### config.mk
export PLATFORM = sky130hd
export DESIGN_NAME = leaf_out_packetizer
export DESIGN_NICKNAME = d
export VERILOG_FILES = /design/src/rtl/leaf_pkg.sv /design/src/rtl/leaf_out_packetizer_rr_arbiter.sv /design/src/rtl/leaf_out_packetizer.sv
export SDC_FILE = /design/constraint.sdc
export NUM_CORES = 1
export LEC_CHECK = 0
export CAP_MARGIN = 20
export CORE_MARGIN = 2
export CORE_UTILIZATION = 30
export DETAILED_ROUTE_END_ITERATION = 8
export HOLD_SLACK_MARGIN = 0.08
export SKIP_CTS_REPAIR_TIMING = 1
export SLEW_MARGIN = 20
export SYNTH_ARGS = -nofsm -noshare
export SYNTH_HDL_FRONTEND = slang
export SYNTH_SLANG_ARGS = --single-unit
### constraint.sdc
create_clock -name clk -period 5.54 [get_ports clk]
set_input_delay 1.108 -clock clk [delete_from_list [all_inputs] [get_ports clk]]
set_output_delay 1.108 -clock clk [all_outputs]
set_load 0.01 [all_outputs]
### src/rtl/leaf_pkg.sv
// Shared packet layout for the leaf output path: field widths, bit offsets and the packer.
package leaf_pkg;

    localparam int unsigned PKT_PAYLOAD_W = 32;
    localparam int unsigned PKT_ADDR_W    = 7;
    localparam int unsigned PKT_PORT_W    = 4;
    localparam int unsigned PKT_LEAF_W    = 5;
    localparam int unsigned PKT_W         = 1 + PKT_LEAF_W + PKT_PORT_W + PKT_ADDR_W + PKT_PAYLOAD_W;

    localparam int unsigned PKT_PAYLOAD_LSB = 0;
    localparam int unsigned PKT_ADDR_LSB    = PKT_PAYLOAD_LSB + PKT_PAYLOAD_W;
    localparam int unsigned PKT_PORT_LSB    = PKT_ADDR_LSB + PKT_ADDR_W;
    localparam int unsigned PKT_LEAF_LSB    = PKT_PORT_LSB + PKT_PORT_W;
    localparam int unsigned PKT_VALID_BIT   = PKT_LEAF_LSB + PKT_LEAF_W;

    // MSB-first field order matches the bit offsets above
    typedef struct packed {
        logic                     valid;
        logic [PKT_LEAF_W-1:0]    dest_leaf;
        logic [PKT_PORT_W-1:0]    dest_port;
        logic [PKT_ADDR_W-1:0]    addr;
        logic [PKT_PAYLOAD_W-1:0] payload;
    } packet_t;

    function automatic packet_t pack_packet(
        input logic [PKT_LEAF_W-1:0]    dest_leaf,
        input logic [PKT_PORT_W-1:0]    dest_port,
        input logic [PKT_ADDR_W-1:0]    addr,
        input logic [PKT_PAYLOAD_W-1:0] payload
    );
        packet_t pkt;
        pkt.valid     = 1'b1;
        pkt.dest_leaf = dest_leaf;
        pkt.dest_port = dest_port;
        pkt.addr      = addr;
        pkt.payload   = payload;
        return pkt;
    endfunction

endpackage

### src/rtl/leaf_out_packetizer_rr_arbiter.sv
// Round-robin arbiter: search begins one past the last grant; pointer starts at 0.
module rr_arbiter
    import leaf_pkg::*;
#(
    parameter int unsigned N     = 4,
    parameter int unsigned IDX_W = (N > 1) ? $clog2(N) : 1
) (
    input  logic             clk,
    input  logic             reset,
    input  logic [N-1:0]     i_req,
    input  logic             i_en,
    output logic [N-1:0]     o_gnt_c,
    output logic [IDX_W-1:0] o_gnt_idx_c
);

    localparam int unsigned POS_W = IDX_W + 1;

    logic [IDX_W-1:0] r_ptr;
    logic [POS_W-1:0] w_pos;
    logic             w_found;

    // First requester at or after the pointer, wrapping modulo N
    always_comb begin
        o_gnt_c     = '0;
        o_gnt_idx_c = '0;
        w_found     = 1'b0;
        w_pos       = '0;
        if (i_en) begin
            for (int k = 0; k < int'(N); k++) begin
                w_pos = POS_W'(r_ptr) + POS_W'(k);
                if (w_pos >= POS_W'(N)) begin
                    w_pos = w_pos - POS_W'(N);
                end
                if (!w_found && i_req[w_pos[IDX_W-1:0]]) begin
                    w_found                      = 1'b1;
                    o_gnt_c[w_pos[IDX_W-1:0]]    = 1'b1;
                    o_gnt_idx_c                  = w_pos[IDX_W-1:0];
                end
            end
        end
    end

    always_ff @(posedge clk) begin
        if (reset) begin
            r_ptr <= '0;
        end else if (w_found) begin
            r_ptr <= (o_gnt_idx_c == IDX_W'(N - 1)) ? '0 : o_gnt_idx_c + IDX_W'(1);
        end
    end

endmodule

### src/rtl/leaf_out_packetizer.sv
// Packs per-channel user words into BFT packets with per-channel destination,
// write address and receiver credit tracking; one packet register toward the BFT.
module leaf_out_packetizer
    import leaf_pkg::*;
#(
    parameter int unsigned PACKET_BITS   = PKT_W,
    parameter int unsigned PAYLOAD_BITS  = PKT_PAYLOAD_W,
    parameter int unsigned NUM_LEAF_BITS = PKT_LEAF_W,
    parameter int unsigned NUM_PORT_BITS = PKT_PORT_W,
    parameter int unsigned NUM_ADDR_BITS = PKT_ADDR_W,
    parameter int unsigned NUM_OUT_PORTS = 4,
    parameter int unsigned CREDIT_INIT   = 128
) (
    input  logic                                  clk,
    input  logic                                  reset,
    input  logic [NUM_OUT_PORTS*PAYLOAD_BITS-1:0] din_leaf_user2interface,
    input  logic [NUM_OUT_PORTS-1:0]              vld_user2interface,
    output logic [NUM_OUT_PORTS-1:0]              ack_interface2user,
    output logic [PACKET_BITS-1:0]                dout_leaf_interface2bft,
    input  logic                                  bft_ready,
    input  logic                                  resend,
    input  logic                                  cfg_wr,
    input  logic [NUM_PORT_BITS-1:0]              cfg_idx,
    input  logic [NUM_LEAF_BITS-1:0]              cfg_dest_leaf,
    input  logic [NUM_PORT_BITS-1:0]              cfg_dest_port,
    input  logic                                  credit_vld,
    input  logic [NUM_PORT_BITS-1:0]              credit_idx,
    input  logic [NUM_ADDR_BITS:0]                credit_amt
);

    localparam int unsigned N      = NUM_OUT_PORTS;
    localparam int unsigned IDX_W  = (N > 1) ? $clog2(N) : 1;
    localparam int unsigned CRED_W = NUM_ADDR_BITS + 1;
    localparam int unsigned SUM_W  = CRED_W + 2;

    logic [NUM_ADDR_BITS-1:0] r_addr      [N];
    logic [CRED_W-1:0]        r_credit    [N];
    logic [NUM_LEAF_BITS-1:0] r_dest_leaf [N];
    logic [NUM_PORT_BITS-1:0] r_dest_port [N];
    logic [PACKET_BITS-1:0]   r_dout;
    logic                     r_out_valid;

    logic [N-1:0]             w_req;
    logic [N-1:0]             w_gnt;
    logic [IDX_W-1:0]         w_gnt_idx;
    logic                     w_any_gnt;
    logic                     w_load;
    logic [PAYLOAD_BITS-1:0]  w_sel_payload;
    packet_t                  w_pkt_s;
    logic [PACKET_BITS-1:0]   w_pkt;
    logic [CRED_W-1:0]        w_credit_nxt [N];
    logic [SUM_W-1:0]         w_sum;

    always_comb begin
        for (int i = 0; i < int'(N); i++) begin
            w_req[i] = vld_user2interface[i] && (r_credit[i] != '0);
        end
    end

    // A new packet may enter the register when it is empty or being drained
    assign w_load = (!r_out_valid || bft_ready) && !resend;

    rr_arbiter #(
        .N     (N),
        .IDX_W (IDX_W)
    ) u_arb (
        .clk         (clk),
        .reset       (reset),
        .i_req       (w_req),
        .i_en        (w_load && !reset),
        .o_gnt_c     (w_gnt),
        .o_gnt_idx_c (w_gnt_idx)
    );

    assign w_any_gnt          = |w_gnt;
    assign ack_interface2user = w_gnt;

    assign w_sel_payload = din_leaf_user2interface[w_gnt_idx*PAYLOAD_BITS +: PAYLOAD_BITS];
    assign w_pkt_s = pack_packet(PKT_LEAF_W'(r_dest_leaf[w_gnt_idx]),
                                 PKT_PORT_W'(r_dest_port[w_gnt_idx]),
                                 PKT_ADDR_W'(r_addr[w_gnt_idx]),
                                 PKT_PAYLOAD_W'(w_sel_payload));
    assign w_pkt   = PACKET_BITS'(w_pkt_s);

    // Returned credit saturates at the receiver depth before this cycle's grant is charged
    always_comb begin
        w_credit_nxt = '{default: '0};
        w_sum        = '0;
        for (int i = 0; i < int'(N); i++) begin
            w_sum = SUM_W'(r_credit[i]);
            if (credit_vld && (credit_idx == NUM_PORT_BITS'(i))) begin
                w_sum = w_sum + SUM_W'(credit_amt);
            end
            if (w_sum > SUM_W'(CREDIT_INIT)) begin
                w_sum = SUM_W'(CREDIT_INIT);
            end
            if (w_gnt[i]) begin
                w_sum = w_sum - SUM_W'(1);
            end
            w_credit_nxt[i] = w_sum[CRED_W-1:0];
        end
    end

    always_ff @(posedge clk) begin
        if (reset) begin
            r_dout      <= '0;
            r_out_valid <= 1'b0;
            for (int i = 0; i < int'(N); i++) begin
                r_addr[i]      <= '0;
                r_credit[i]    <= CRED_W'(CREDIT_INIT);
                r_dest_leaf[i] <= '0;
                r_dest_port[i] <= '0;
            end
        end else if (!resend) begin
            if (w_any_gnt) begin
                r_dout              <= w_pkt;
                r_out_valid         <= 1'b1;
                r_addr[w_gnt_idx]   <= r_addr[w_gnt_idx] + NUM_ADDR_BITS'(1);
            end else if (w_load) begin
                r_dout      <= '0;
                r_out_valid <= 1'b0;
            end
            for (int i = 0; i < int'(N); i++) begin
                r_credit[i] <= w_credit_nxt[i];
                // Out-of-range indices match no channel and are dropped
                if (cfg_wr && (cfg_idx == NUM_PORT_BITS'(i))) begin
                    r_dest_leaf[i] <= cfg_dest_leaf;
                    r_dest_port[i] <= cfg_dest_port;
                end
            end
        end
    end

    assign dout_leaf_interface2bft = resend ? '0 : r_dout;

endmodule

Yosys cells after proc, flatten, opt, wreduce, memory -nomap -nowiden
Memory sizes are Yosys's and may differ from the RTL's.
Cells that the tools add are included.
{"block": "op_classes", "n_shift": 1, "order_cmp": 16, "eq_ne": 7, "bitwise": 16, "n_reduce_logical": 38, "n_mux": 103, "n_addsub": 17}
{"operator": "$mux 49", "count": 3}
{"operator": "$shiftx 128x8->32", "count": 1}
{"operator": "$mux 8", "count": 12}
{"operator": "$mux 4", "count": 12}
{"operator": "$mux 1", "count": 44}
{"operator": "$add 8x8->9", "count": 4}
{"operator": "$gt 9x8->1 const B", "count": 4}
{"operator": "$mux 9", "count": 4}
{"operator": "$reduce_bool 8->1", "count": 4}
{"operator": "$sub 8x1->8 const B", "count": 4}
{"operator": "$mux 2", "count": 15}
{"operator": "$logic_and 1x1->1", "count": 21}
{"operator": "$mux 5", "count": 4}
{"operator": "$eq 4x2->1 const B", "count": 4}
{"operator": "$lt 2x3->1 const B", "count": 4}
{"operator": "$or 1x1->1", "count": 12}
{"operator": "$or 4x4->4", "count": 3}
{"operator": "$ge 3x3->1 const B", "count": 3}
{"operator": "$bmux 1 s2", "count": 4}
{"operator": "$demux 1 s2", "count": 4}
{"operator": "$eq 4x1->1 const B", "count": 2}
{"operator": "$ge 2x1->1 const B", "count": 4}
{"operator": "$logic_not 4->1", "count": 2}
{"operator": "$sub 2x1->2 const B", "count": 4}
{"operator": "14 further kinds", "count": 20}
{"block": "totals", "memories": 4, "inputBits": 163, "ff_bits": 52, "elab_cells": 205, "ramBits": 96, "output_inout_bits": 53}
{"memory": "r_credit", "words": 4, "word_bits": 8, "rd": 4, "rd_clocked_by_memory_dff": 0, "write_ports": 4, "line": "leaf_out_packetizer.sv:37", "text": "logic [CRED_W-1:0] r_credit [N];"}
{"memory": "r_addr", "words": 4, "word_bits": 7, "rd": 1, "rd_clocked_by_memory_dff": 0, "write_ports": 4, "line": "leaf_out_packetizer.sv:36", "text": "logic [NUM_ADDR_BITS-1:0] r_addr [N];"}
{"memory": "r_dest_leaf", "words": 4, "word_bits": 5, "rd": 1, "rd_clocked_by_memory_dff": 0, "write_ports": 4, "line": "leaf_out_packetizer.sv:38", "text": "logic [NUM_LEAF_BITS-1:0] r_dest_leaf [N];"}
{"memory": "r_dest_port", "words": 4, "word_bits": 4, "rd": 1, "rd_clocked_by_memory_dff": 0, "write_ports": 4, "line": "leaf_out_packetizer.sv:39", "text": "logic [NUM_PORT_BITS-1:0] r_dest_port [N];"}

Logic depth before layout (Yosys ltp)
{"block": "depth", "word_depth": 28, "mapped_depth": 17, "depth_no_buf": 16}

Hierarchy
From an unflattened synthesis, not the netlist that was laid out.
{"block": "unflattened", "cells_unflattened": 1052, "hier_area_um2": 10361.2}
{"module": "leaf_out_packetizer", "seq_area_each_um2": 3863.7, "area_each_um2": 9723.1, "cells_each": 977, "n_inst": 1}
{"module": "rr_arbiter", "seq_area_each_um2": 40.0, "area_each_um2": 638.1, "cells_each": 75, "n_inst": 1}

Worst setup path after synthesis
No wires, ideal clock.
{"block": "synth_timing", "kind": "reg2out", "startpoint": "register u_arb.r_ptr[1]", "endpoint": "output port ack_interface2user[2]", "path_stages_with_launch": 10, "required_time_ns": 4.432, "setup_slack_ns": 1.230, "n_path_buf": 3, "arrival_time_ns": 3.202, "cell_sequence": "dfxtp_1 clkbuf_1 inv_1 ha_1 clkbuf_1 mux4_2 nor4_2 nand3_1 o21ai_1 clkbuf_1"}
{"block": "synth_via", "elab_chain_len": 19, "elab_cells_between_ends": 70, "classes_between": "7 x add/sub; 12 x order compare; 38 x mux; 3 x bitwise; 10 x reduce/logical"}
{"element": "from (decl)", "line": "leaf_out_packetizer_rr_arbiter.sv:18", "text": "logic [IDX_W-1:0] r_ptr;"}
{"element": "from (signal assigned)", "line": "leaf_out_packetizer_rr_arbiter.sv:47", "text": "r_ptr <= (o_gnt_idx_c == IDX_W'(N - 1)) ? '0 : o_gnt_idx_c + IDX_W'(1);"}
{"element": "parallel branches: the longest is 17 deep, another holds $add 2x1->3"}
{"element": "$mux 4 *", "line": "leaf_out_packetizer_rr_arbiter.sv:34", "text": "if (!w_found && i_req[w_pos[IDX_W-1:0]]) begin"}
{"element": "$mux 4 *", "line": "leaf_out_packetizer_rr_arbiter.sv:28", "text": "if (i_en) begin"}
{"element": "to (decl)", "line": "leaf_out_packetizer.sv:18", "text": "output logic [NUM_OUT_PORTS-1:0] ack_interface2user,"}
Mark *: on every way between the ends. The select of a mux whose other input is x is not followed.

==> out/summary.txt <==
simple-gate share of the synthesized area -> 0.210
final wirelength -> 31,700 um
Die Span Y -> 189 um
top-area cell type share of the netlist area -> 0.279
Area Growth Syn to Fin -> 32.1%
crit path DAT -> 4.19 ns
outcome -> complete, no violations
die width -> 189 um
synth unique cells -> 73
Register Area -> 3900 um2
post-layout min period -> 5.30 ns
GR Util All Layers -> 0.174
Placeable Area -> 33,700 um2
Async SR Flop Fraction -> 0
global route overflow -> 0
global placement routability congestion -> 0.888
Setup TNS -> 0 ns
Crit Path Max Fanout -> 7
worst clock skew -> 0.0205 ns
Max Fclk -> 189 MHz
crit path cell chain -> nor4_1 > buf_4 > a21boi_0 > mux4_2 > nor4_2 > a2bb2oi_1 > nor2_1 > clkdlybuf4s50_1
CTS root buf -> clkbuf_16
initial antenna violation count -> 3
Max rail drop VDD -> 0.000246 V
Worst EP required -> 4.43 ns
DIE AREA -> 35,900 um2
post-route cell area -> 13,600 um2
Synth Area in Compound Gates -> 0.180
EDFF count, synth -> 96
mux contribution to synthesized area -> 0.115
FILL cells -> 3,351
power density cells -> 297 nW/um2
max-slew violation count -> 0
CTS tree -> yes
post-synthesis sequential area ratio -> 0.378
slew at the pin closest to its max-slew limit -> 1.08 ns
hold_ws -> 0.458 ns
Final WS setup -> 0.238 ns
most common cell in the netlist -> nand2_1
CTS Buffer Depth -> 2
Post-synth top cells -> nand2_1, edfxtp_1, mux2i_1, nor2_1, nor2b_1
number of synthesized register bits -> 147
DRT Pass-1 Iters -> 6
Worst setup EP type -> output pin
Detail Route Antenna Nets -> 0
period utilization -> 0.957
pre-CTS setup slack -> 0.398 ns
routed via count -> 9,223
delay-heaviest family, CP -> simple AND/OR/NAND/NOR gates
number of CTS-inserted buffers -> 17
synth top area cells -> edfxtp_1, dfxtp_1, mux2i_1
# DRC -> 0
post-place instance area -> 13,000 um2
# clock sinks -> 147
Clock Pin Slew Worst Setup and Hold Paths -> 0.08 ns
final net count -> 1,521
largest family of logic cells by synthesized area -> simple AND/OR/NAND/NOR gates
CP peak stage delay -> 0.63 ns
hpwl dp -> 23,200 um
share of post-route cells with drive strength above 1 -> 0.0794
adder-cell share of the synthesized area -> 0.0611
max-cap violation count -> 0
crit path kind -> reg2out
Final Hold Fails -> 0
Site Rows -> 67
I/O pin count -> 216
top_reg_cell synth -> edfxtp_1
Yosys warning count -> 0
final setup fails -> 0
Slew HR -> 0.272
Post-Syn Instances -> 1,103
worst min path class -> reg2reg
RSZ-0062 raised after global routing -> false
cell area after synthesis -> 10,300 um2
htree depth -> 4
syn_area_per_cell -> 9.36 um2
Syn Nets -> 1,314
largest net degree at the start of global routing -> 54
Worst path slowest cell -> clkdlybuf4s50_1
Buf/Inv on CP -> 2
first-pass GRT wire length -> 49,300 um
DR vias/cell -> 5.20
Skew-Pair Late Insertion Delay -> 0.44 ns
CP Launch Type -> flop
number of global-route vias before repair -> 8,976
post-layout util -> 0.405
Leak -> 5.53 nW
Synth area leader -> edfxtp_1
I/O Buffers -> 215
initial cell density of the core -> 0.306
area of the multi-input gates -> 6030 um2
initial DRC count -> 630
area share of xor/xnor cells in the synthesized design -> 0.0161
mean routed wirelength per cell -> 17.9 um
==> cells by family after synthesis <==
group / Yosys count
multiplexers: 106
flip-flops: 147
AO/OA/AOI/OAI: 250
buffers and inverters: 99
AND/OR/NAND/NOR: 434
XOR/XNOR: 19
adder cells (fa/ha/maj): 48
==> state kept, by name (all words and copies together) (netlist names) <==
signal,cells
r_dest_port,16
r_dest_leaf,20
r_dout,49
r_credit,32
r_addr,28
u_arb.r_ptr,2
==> layer usage <==
metal | up-vias | GRT usage | routed length [um]
met4 | 0 | 0.0564 | 554
met2 | 291 | 0.285 | 15000
li1 | 4496 | - | -
met5 | - | 0 | 0
met3 | 37 | 0.0458 | 2120
met1 | 4399 | 0.225 | 14100
==> cells in the final DEF (no fill, tap or decap), types with 33 or more instances in the layout <==
cell type,count
o21ai_0,33
ha_1,44
edfxtp_1,96
nor2_1,77
inv_1,37
nor2b_1,65
clkdlybuf4s50_1,214
dfxtp_1,51
nand2_1,138
a21oi_1,48
and2_1,46
mux2i_1,95
==> power breakdown <==
| group | leakage [nW] | internal, mW | total, mW | switching, mW |
|---|---|---|---|---|
| clock | 0.299 | 0.657 | 1.18 | 0.525 |
| sequential | 1.40 | 1.36 | 1.45 | 0.0857 |
| combinational | 3.83 | 0.660 | 1.42 | 0.758 |
| total | 5.53 | 2.68 | 4.05 | 1.37 |
==> path summary, 6_finish.rpt <==
path,start,depth (start not counted),to,slack (ns)
worst max-delay path,r_credit[2][1]$_SDFFCE_PN0P_,8,ack_interface2user[1],0.24
worst min register to register,r_dout[25]$_SDFFE_PP0P_,1,r_dout[25]$_SDFFE_PP0P_,0.46
worst min-delay path,r_dout[25]$_SDFFE_PP0P_,1,r_dout[25]$_SDFFE_PP0P_,0.46
worst max register to register,r_credit[2][1]$_SDFFCE_PN0P_,10,r_addr[0][3]$_SDFFCE_PN0P_,0.95
==> layout make-up <==
cell class | instances | area share
clock inverter | 12 | 0.00762
multi-input combinational | 857 | 0.442
sequential | 147 | 0.286
tap | 448 | 0.0411
antenna | 3 | 0.000551
inverter | 40 | 0.0112
clock buffer | 20 | 0.0359
timing repair buffer | 247 | 0.175
==> metrics by stage <==
stage | power, mW | std cells
2_1_floorplan | 2.35 | 1103
3_5_place_dp | 2.88 | 1739
4_1_cts | 4.06 | 1771
5_1_grt | 4.27 | 1772
6_report | 4.05 | 1774
3_3_place_gp | 2.87 | 1739
(Power assumes the default switching activity.)
